$ cat src/rtl/div_ctrl_pkg.sv
`default_nettype none
// ============================================================================
// Module      : div_ctrl_pkg
// Description : Shared widths, M-extension divide opcodes, constants and the
//               divide-controller state encoding.
// Revision    : 1.0 - initial release
// ============================================================================
package div_ctrl_pkg;

  localparam int REG_BUS      = 32;
  localparam int REG_ADDR_BUS = 5;

  // funct3 encodings of the RV32M divide/remainder group
  localparam logic [2:0] INST_DIV  = 3'b100;
  localparam logic [2:0] INST_DIVU = 3'b101;
  localparam logic [2:0] INST_REM  = 3'b110;
  localparam logic [2:0] INST_REMU = 3'b111;

  localparam logic [REG_BUS-1:0]      ZERO_WORD = '0;
  localparam logic [REG_ADDR_BUS-1:0] ZERO_ADDR = '0;
  localparam logic [REG_BUS-1:0]      ALL_ONES  = '1;
  localparam logic [REG_BUS-1:0]      MIN_INT   = {1'b1, {(REG_BUS-1){1'b0}}};

  typedef enum logic [1:0] {
    ST_IDLE = 2'd0,
    ST_RUN  = 2'd1,
    ST_WB   = 2'd2
  } state_e;

endpackage : div_ctrl_pkg
`default_nettype wire

$ cat src/rtl/div_special.sv
`default_nettype none
// ============================================================================
// Module      : div_special
// Description : Combinational detection of divide-by-zero and signed overflow
//               together with the architecturally fixed result.
// Revision    : 1.0 - initial release
// ============================================================================
module div_special
  import div_ctrl_pkg::*;
(
  input  logic [2:0]         op_i,
  input  logic [REG_BUS-1:0] dividend_i,
  input  logic [REG_BUS-1:0] divisor_i,
  output logic               special_o,
  output logic [REG_BUS-1:0] result_o
);

  logic w_is_rem;
  logic w_is_signed;
  logic w_div_zero;
  logic w_overflow;

  assign w_is_rem    = (op_i == INST_REM) || (op_i == INST_REMU);
  assign w_is_signed = (op_i == INST_DIV) || (op_i == INST_REM);
  assign w_div_zero  = (divisor_i == ZERO_WORD);
  // Only most-negative / -1 overflows, and only for the signed forms
  assign w_overflow  = w_is_signed && (dividend_i == MIN_INT) && (divisor_i == ALL_ONES);

  // Select the fixed result; divide-by-zero takes priority over overflow
  always_comb begin
    special_o = 1'b0;
    result_o  = ZERO_WORD;
    if (w_div_zero) begin
      special_o = 1'b1;
      result_o  = w_is_rem ? dividend_i : ALL_ONES;
    end else if (w_overflow) begin
      special_o = 1'b1;
      result_o  = w_is_rem ? ZERO_WORD : MIN_INT;
    end
  end

endmodule : div_special
`default_nettype wire

$ cat src/rtl/div_ctrl.sv
`default_nettype none
// ============================================================================
// Module      : div_ctrl
// Description : Pipeline-side controller for a multi-cycle divide unit.
//               Latches the request, short-circuits special cases, holds the
//               pipeline while the divider runs and issues one write-back.
// Revision    : 1.0 - initial release
// ============================================================================
module div_ctrl
  import div_ctrl_pkg::*;
(
  input  logic                    clk,
  input  logic                    rst,
  input  logic                    req_valid_i,
  input  logic [2:0]              op_i,
  input  logic [REG_BUS-1:0]      dividend_i,
  input  logic [REG_BUS-1:0]      divisor_i,
  input  logic [REG_ADDR_BUS-1:0] rd_i,
  input  logic                    flush_i,
  output logic [REG_BUS-1:0]      div_dividend_o,
  output logic [REG_BUS-1:0]      div_divisor_o,
  output logic [2:0]              div_op_o,
  output logic [REG_ADDR_BUS-1:0] div_waddr_o,
  output logic                    div_start_o,
  input  logic [REG_BUS-1:0]      div_result_i,
  input  logic                    div_ready_i,
  input  logic                    div_busy_i,
  input  logic [REG_ADDR_BUS-1:0] div_waddr_i,
  output logic                    hold_o,
  output logic                    we_o,
  output logic [REG_ADDR_BUS-1:0] waddr_o,
  output logic [REG_BUS-1:0]      wdata_o
);

  state_e             state_q;
  logic               w_special;
  logic [REG_BUS-1:0] w_special_result;
  logic               w_ready_match;
  logic               w_unused_busy;

  // Completion is keyed on ready plus the echoed address; busy is informational
  assign w_unused_busy = div_busy_i;
  assign w_ready_match = div_ready_i && (div_waddr_i == div_waddr_o);

  div_special u_special (
    .op_i       (op_i),
    .dividend_i (dividend_i),
    .divisor_i  (divisor_i),
    .special_o  (w_special),
    .result_o   (w_special_result)
  );

  // Controller FSM with registered divider-side and write-back outputs
  always_ff @(posedge clk or posedge rst) begin
    if (rst) begin
      state_q        <= ST_IDLE;
      div_start_o    <= 1'b0;
      div_op_o       <= 3'b000;
      div_dividend_o <= ZERO_WORD;
      div_divisor_o  <= ZERO_WORD;
      div_waddr_o    <= ZERO_ADDR;
      we_o           <= 1'b0;
      waddr_o        <= ZERO_ADDR;
      wdata_o        <= ZERO_WORD;
    end else begin
      // Write port is only live for the single WB cycle
      we_o    <= 1'b0;
      waddr_o <= ZERO_ADDR;
      wdata_o <= ZERO_WORD;
      case (state_q)
        ST_IDLE: begin
          if (req_valid_i && !flush_i) begin
            if (w_special) begin
              state_q <= ST_WB;
              we_o    <= (rd_i != ZERO_ADDR);
              waddr_o <= rd_i;
              wdata_o <= w_special_result;
            end else begin
              state_q        <= ST_RUN;
              div_start_o    <= 1'b1;
              div_op_o       <= op_i;
              div_dividend_o <= dividend_i;
              div_divisor_o  <= divisor_i;
              div_waddr_o    <= rd_i;
            end
          end
        end
        ST_RUN: begin
          // Flush wins over a coincident ready: the result is discarded
          if (flush_i) begin
            state_q     <= ST_IDLE;
            div_start_o <= 1'b0;
          end else if (w_ready_match) begin
            state_q     <= ST_WB;
            div_start_o <= 1'b0;
            we_o        <= (div_waddr_o != ZERO_ADDR);
            waddr_o     <= div_waddr_o;
            wdata_o     <= div_result_i;
          end
        end
        ST_WB: begin
          state_q <= ST_IDLE;
        end
        default: begin
          state_q     <= ST_IDLE;
          div_start_o <= 1'b0;
        end
      endcase
    end
  end

  // Stall request: whole of RUN unless flushed, and the IDLE request cycle
  always_comb begin
    hold_o = 1'b0;
    if (!rst) begin
      case (state_q)
        ST_IDLE: hold_o = req_valid_i;
        ST_RUN:  hold_o = !flush_i;
        default: hold_o = 1'b0;
      endcase
    end
  end

endmodule : div_ctrl
`default_nettype wire

$ cat config.mk
export PLATFORM = sky130hd
export DESIGN_NAME = div_ctrl
export DESIGN_NICKNAME = d
export VERILOG_FILES = /design/src/rtl/div_ctrl_pkg.sv /design/src/rtl/div_special.sv /design/src/rtl/div_ctrl.sv
export SDC_FILE = /design/constraint.sdc
export NUM_CORES = 1
export LEC_CHECK = 0
export BUFFER_PORTS_ARGS = -buffer_cell sky130_fd_sc_hd__clkbuf_2
export CAP_MARGIN = 15
export CORE_ASPECT_RATIO = 1.4
export CORE_MARGIN = 2
export CORE_UTILIZATION = 48
export CTS_BUF_LIST = sky130_fd_sc_hd__clkbuf_8
export DETAILED_ROUTE_END_ITERATION = 10
export PLACE_DENSITY_LB_ADDON = 0.05
export SLEW_MARGIN = 20
export SYNTH_ARGS = -nofsm -noshare
export SYNTH_HDL_FRONTEND = slang
export SYNTH_HIERARCHICAL = 1
export SYNTH_SLANG_ARGS = --single-unit
$ cat constraint.sdc
create_clock -name clk -period 4.4 [get_ports clk]
set_input_delay 0.66 -clock clk [delete_from_list [all_inputs] [get_ports clk]]
set_output_delay 0.66 -clock clk [all_outputs]
set_load 0.05 [all_outputs]
==> After elaboration in Yosys (flattened, before gate mapping) <==
Index checks and enable logic that the tools add are counted.
{ "totals": {"wordCells": 69, "ff_bits": 113, "in_bits": 115, "output_inout_bits": 112} }
{ "op_classes": {"mux": 33, "reduce_logical": 14, "n_eq_ne": 11, "bitwise_logic": 2} }
{ "ops": {"columns": ["cell", "n"], "rows": [
  ["two-way mux 32 bit", 8],
  ["equality test 32 bit (second input constant)", 2],
  ["one-hot mux 32 bit (2 select lines)", 1],
  ["zero test 32 bit", 1],
  ["two-way mux 5 bit", 4],
  ["two-way mux 1 bit", 11],
  ["one-hot mux 5 bit (2 select lines)", 1],
  ["nonzero test 5 bit", 2],
  ["equality test 3 bit (second input constant)", 3],
  ["two-way mux 2 bit", 4],
  ["equality test 5 bit", 1],
  ["logical AND 1 bit", 4],
  ["inequality test 2 bit (second input constant)", 2],
  ["one-hot mux 1 bit (2 select lines)", 2],
  ["one-hot mux 2 bit (2 select lines)", 1],
  ["AND reduction 4 bit", 1],
  ["inequality test 3 bit (second input constant)", 1],
  ["one-hot mux 1 bit (3 select lines)", 1],
  ["AND reduction 3 bit", 1],
  ["equality test 2 x 1 -> 1 bit (second input constant)", 1],
  ["equality test 2 bit (second input constant)", 1],
  ["zero test 2 bit", 1],
  ["logical OR 1 bit", 2],
  ["NOT 1 bit", 2],
  ["2 further kinds", 2]
]} }

==> Depth between registers and ports, before layout <==
{ "logic_depth": {"depth_word": 9, "ltp_mapped": 9, "depth_no_buf": 7} }

==> Hierarchy <==
Netlist, hierarchy kept.
{ "modules_own_cells": {"columns": ["module", "instances", "seq_area_each_um2", "area_each_um2", "cells_per_inst"], "rows": [
  ["div_ctrl", 1, 2827.7, 4247.8, 268],
  ["div_special", 1, 0.0, 541.8, 77]
]} }

==> Worst setup path after synthesis <==
No wires, ideal clock.
{ "synth_path": {"path_type": "in2out", "start": "input port req_valid_i", "end": "output port hold_o", "path_stages": 3, "t_arrival_ps": 1957, "setup_slack_ps": 1783, "path_buffers": 0, "required_time_ps": 3740, "path_cell_list": "nand2b_1 o21ai_0 nor3b_1"} }
{ "synth_between": {"elab_chain_cells": 2} }
{ "synth_lines": {"columns": ["element", "line_no", "rtl"], "rows": [
  ["start, declared", "div_ctrl.sv:14", "input logic req_valid_i,"],
  ["one-hot mux 1 bit (2 select lines)", "div_ctrl.sv:116", "case (state_q)"],
  ["two-way mux 1 bit", "div_ctrl.sv:115", "if (!rst) begin"],
  ["end, declared", "div_ctrl.sv:29", "output logic hold_o,"]
]} }
Every way passes these cells.

==> Final worst setup path <==
{ "layout_path": {"start": "input port dividend_i[11]", "end": "register wdata_o[10]"} }
{ "layout_between": {"elab_chain_cells": 8, "elab_cells_between_ends": 10, "classes_between": "1 x eq/ne; 7 x mux; 2 x reduce/logical"} }
{ "layout_lines": {"columns": ["element", "line_no", "rtl"], "rows": [
  ["start, declared", "div_ctrl.sv:16", "input logic [REG_BUS-1:0] dividend_i,"],
  ["equality test 32 bit", "div_special.sv:27", "assign w_overflow = w_is_signed && (dividend_i == MIN_INT) && (divisor_i == ALL_ONES);"],
  ["logical AND 1 bit (2 in series)", "div_special.sv:27", null],
  ["two-way mux 1 bit", "div_special.sv:36", "end else if (w_overflow) begin"],
  ["two-way mux 1 bit", "div_special.sv:33", "if (w_div_zero) begin"],
  ["named net w_special", "div_ctrl.sv:36", "logic w_special;"],
  ["two-way mux 32 bit", "div_ctrl.sv:73", "if (w_special) begin"],
  ["two-way mux 32 bit", "div_ctrl.sv:72", "if (req_valid_i && !flush_i) begin"],
  ["one-hot mux 32 bit (2 select lines)", "div_ctrl.sv:70", "case (state_q)"],
  ["end signal, assigned", "div_ctrl.sv:77", "wdata_o <= w_special_result;"],
  ["end signal, assigned", "div_ctrl.sv:98", "wdata_o <= div_result_i;"],
  ["end, declared", "div_ctrl.sv:32", "output logic [REG_BUS-1:0] wdata_o"]
]} }
The timed path passes the listed nets, and every way through them passes these cells.
A chain may end at the register's enable or synchronous reset.

==> impl_metrics.tcl <==
set metrics [dict create \
    power_density_mw_per_mm2 538 \
    p_total_mw 3.50 \
    fp.dieArea_sq_mm 0.0108 \
    hold_buffers 0 \
    ios 227 \
    cts_buffer_depth 2 \
    maxCapViolations 0 \
    cp-startpoint "dividend_i[11]" \
    hp-class "input port to async pin" \
    drt.antenna.violating_nets 0 \
    worst_setup_path_start_kind "input port" \
    ys_types 32 \
    final_cells 723 \
    post-route-period-util 0.671 \
    clock-sinks 113 \
    vias_per_cell 5.31 \
    finalSetupViolCount 0 \
    syn_area_per_cell_sq_um 13.9 \
    final_cell_area_sq_mm 0.00652 \
    dpl_cell_area_sq_mm 0.00604 \
    synth-edff-count 0 \
    crit_chain "clkbuf_2 -> or4b_1 -> nor4_1 -> nand4_1 -> o21bai_1 -> and4_1 -> buf_4 -> a22o_1" \
    die_y_um 122 \
    path_clk_slew_ns 0.07 \
    overflow 0 \
    dp_cells 691 \
    end_kind "flop" \
    worstPathMaxFanout 18 \
    hold_viol 0 \
    antenna_found_initial 0 \
    diodes 0 \
    grt_max_degree 46 \
    syn_nets 460 \
    fmax_ghz 0.339 \
    layout_commonest_cell "clkbuf_2" \
    finalWeightedCongestion 0.818 \
    r2r_start "div_waddr_o[2]$_DFFE_PP0P_" \
    final_cell_mix "clkbuf_2, dfrtp_1, mux2_2" \
    root_buffer "clkbuf_8" \
    fin_hold_ws_ns 0.251 \
    place_hpwl_um 9390 \
    drive_gt1_frac 0.585 \
    start_util 0.489 \
    worst_ep_required_time_ns 4.76 \
    cts-buffers-inserted 17 \
    nNetsFinal 690 \
    core_sq_mm 0.00979 \
    rows 43 \
    vias 3838 \
    grt_usage 0.237 \
    drtIter0Drc 154 \
    clk_latency_ns 0.42 \
    die_w_um 88.4 \
    crit_slowest_cell "and4_1" \
    rsz0062_at_grt "no" \
    routed_wl_um 12500 \
    p_leak_nw 3.24 \
    cts_htree_levels 4 \
    async_flop_share 1.00 \
    synthFlopType "dfrtp_1" \
    relSlewSlack 0.529 \
    worst_slew_pin_slew_ns 0.704 \
    dr.pass1.iters 4 \
    syn_inst 345 \
    synthesis.area_sq_mm 0.00479 \
    cp.arrival_ns 3.31 \
    synth-seq-area-share 0.590 \
    wire_per_inst_um 17.3 \
    grt_pass1_wl_um 19200 \
    grt_pass1_vias 3815 \
    fin_crit_ns 2.95 \
    path_class "input port to flop" \
    route.detailed.drc 0 \
    tns_ns 0 \
    io_buffers 225 \
    num-fill-cells 835 \
    area_delta_synth_final_pct 36.1 \
    slew_viol_final 0 \
    outcome "complete, no violations" \
    yosysWarnings 6 \
    max_stage_delay_ns 0.57 \
    final.setup_skew_ns 0.0102 \
    ir_drop_mv 0.345 \
    cts_tree "built" \
    ys_ff_latch 113 \
    cts-resized-gates 0 \
    cts_setup_buffers 0 \
]
-- power breakdown --
group / switching [mW] / internal, mW / total, mW
Combinational: 0.776 / 0.282 / 1.06
Sequential: 0.0924 / 1.20 / 1.29
Clock: 0.402 / 0.754 / 1.16
Total: 1.27 / 2.23 / 3.50
-- Yosys cell counts, types with 2 or more instances --
cell type	count	area share
clkbuf_1	5	0.0039
nand2_1	7	0.0055
mux2_2	72	0.17
nor4_2	2	0.0052
nand4b_1	2	0.0037
nand2b_1	2	0.0026
o21ai_0	2	0.0021
buf_2	9	0.0094
inv_1	3	0.0024
o21bai_1	2	0.0031
o21a_1	31	0.049
xnor2_1	5	0.0091
dfrtp_1	113	0.59
a22o_1	38	0.069
nand4_1	10	0.013
nor2_1	5	0.0039
nor4_1	13	0.017
buf_4	7	0.011
or4_1	3	0.0047
nor3_1	2	0.0021
-- path summary, 6_finish.rpt --
check	to	slack, ns	depth (start not counted)
setup / recovery	wdata_o[10]$_DFF_PP0_	1.45	8
hold / removal	div_dividend_o[3]$_DFFE_PP0P_	0.25	2
setup reg to reg	wdata_o[4]$_DFF_PP0_	2.40	5
hold reg to reg	div_divisor_o[8]$_DFFE_PP0P_	0.50	1
max in group asynchronous	wdata_o[17]$_DFF_PP0_	3.24	3
min in group clk	wdata_o[13]$_DFF_PP0_	0.45	2
-- state kept, by name (all words and copies together) (netlist names) --
register and flops:
div_dividend_o 32, div_op_o 3, div_divisor_o 32, div_waddr_o 5, we_o 1, div_start_o 1, waddr_o 5, state_q 2
wdata_o 32
-- through the flow --
| step | util | setup slack, ns |
|---|---|---|
| after global routing | 0.665 | 1.31 |
| after detailed placement | 0.617 | 0.966 |
| after CTS | 0.665 | 1.41 |
| after floorplan | - | 0.753 |
| after global placement | 0.617 | 0.996 |
| final | 0.665 | 1.45 |
-- layer usage --
layer | up-vias | routed length (um) | GRT usage
met5 | - | 0 | 0
met4 | 0 | 232 | 0.0919
met3 | 14 | 1040 | 0.0840
met2 | 180 | 6520 | 0.392
li1 | 1757 | - | -
met1 | 1887 | 4730 | 0.282
-- cell families (layout without fill, tap and decap cells) --
| group | after synthesis | in the layout | synth area share |
|---|---|---|---|
| simple gates | 54 | 54 | 0.0734 |
| buf+inv | 25 | 268 | 0.0290 |
| mux | 72 | 72 | 0.169 |
| flops | 113 | 113 | 0.590 |
| xor+xnor | 5 | 5 | 0.00914 |
| compound gates | 76 | 76 | 0.129 |
-- worst max-delay path: cells and delay by family --
family | cells | cell delay (ns)
and+or+nand+nor | 4 | 1.73
AOI/OAI and AO/OA | 2 | 0.47
buffers and inverters | 2 | 0.44
-- cell type report --
| cell class | instances | area [sq um] | area share |
|---|---|---|---|
| clock buffer | 19 | 262 | 0.0401 |
| clock inverter | 13 | 215 | 0.0330 |
| inverter | 3 | 13.8 | 0.00211 |
| multi-input combinational | 207 | 1840 | 0.283 |
| sequential | 113 | 2830 | 0.434 |
| tap | 135 | 169 | 0.0259 |
| timing repair buffer | 233 | 1190 | 0.182 |
Note: power is estimated with default switching activity, not from simulation.
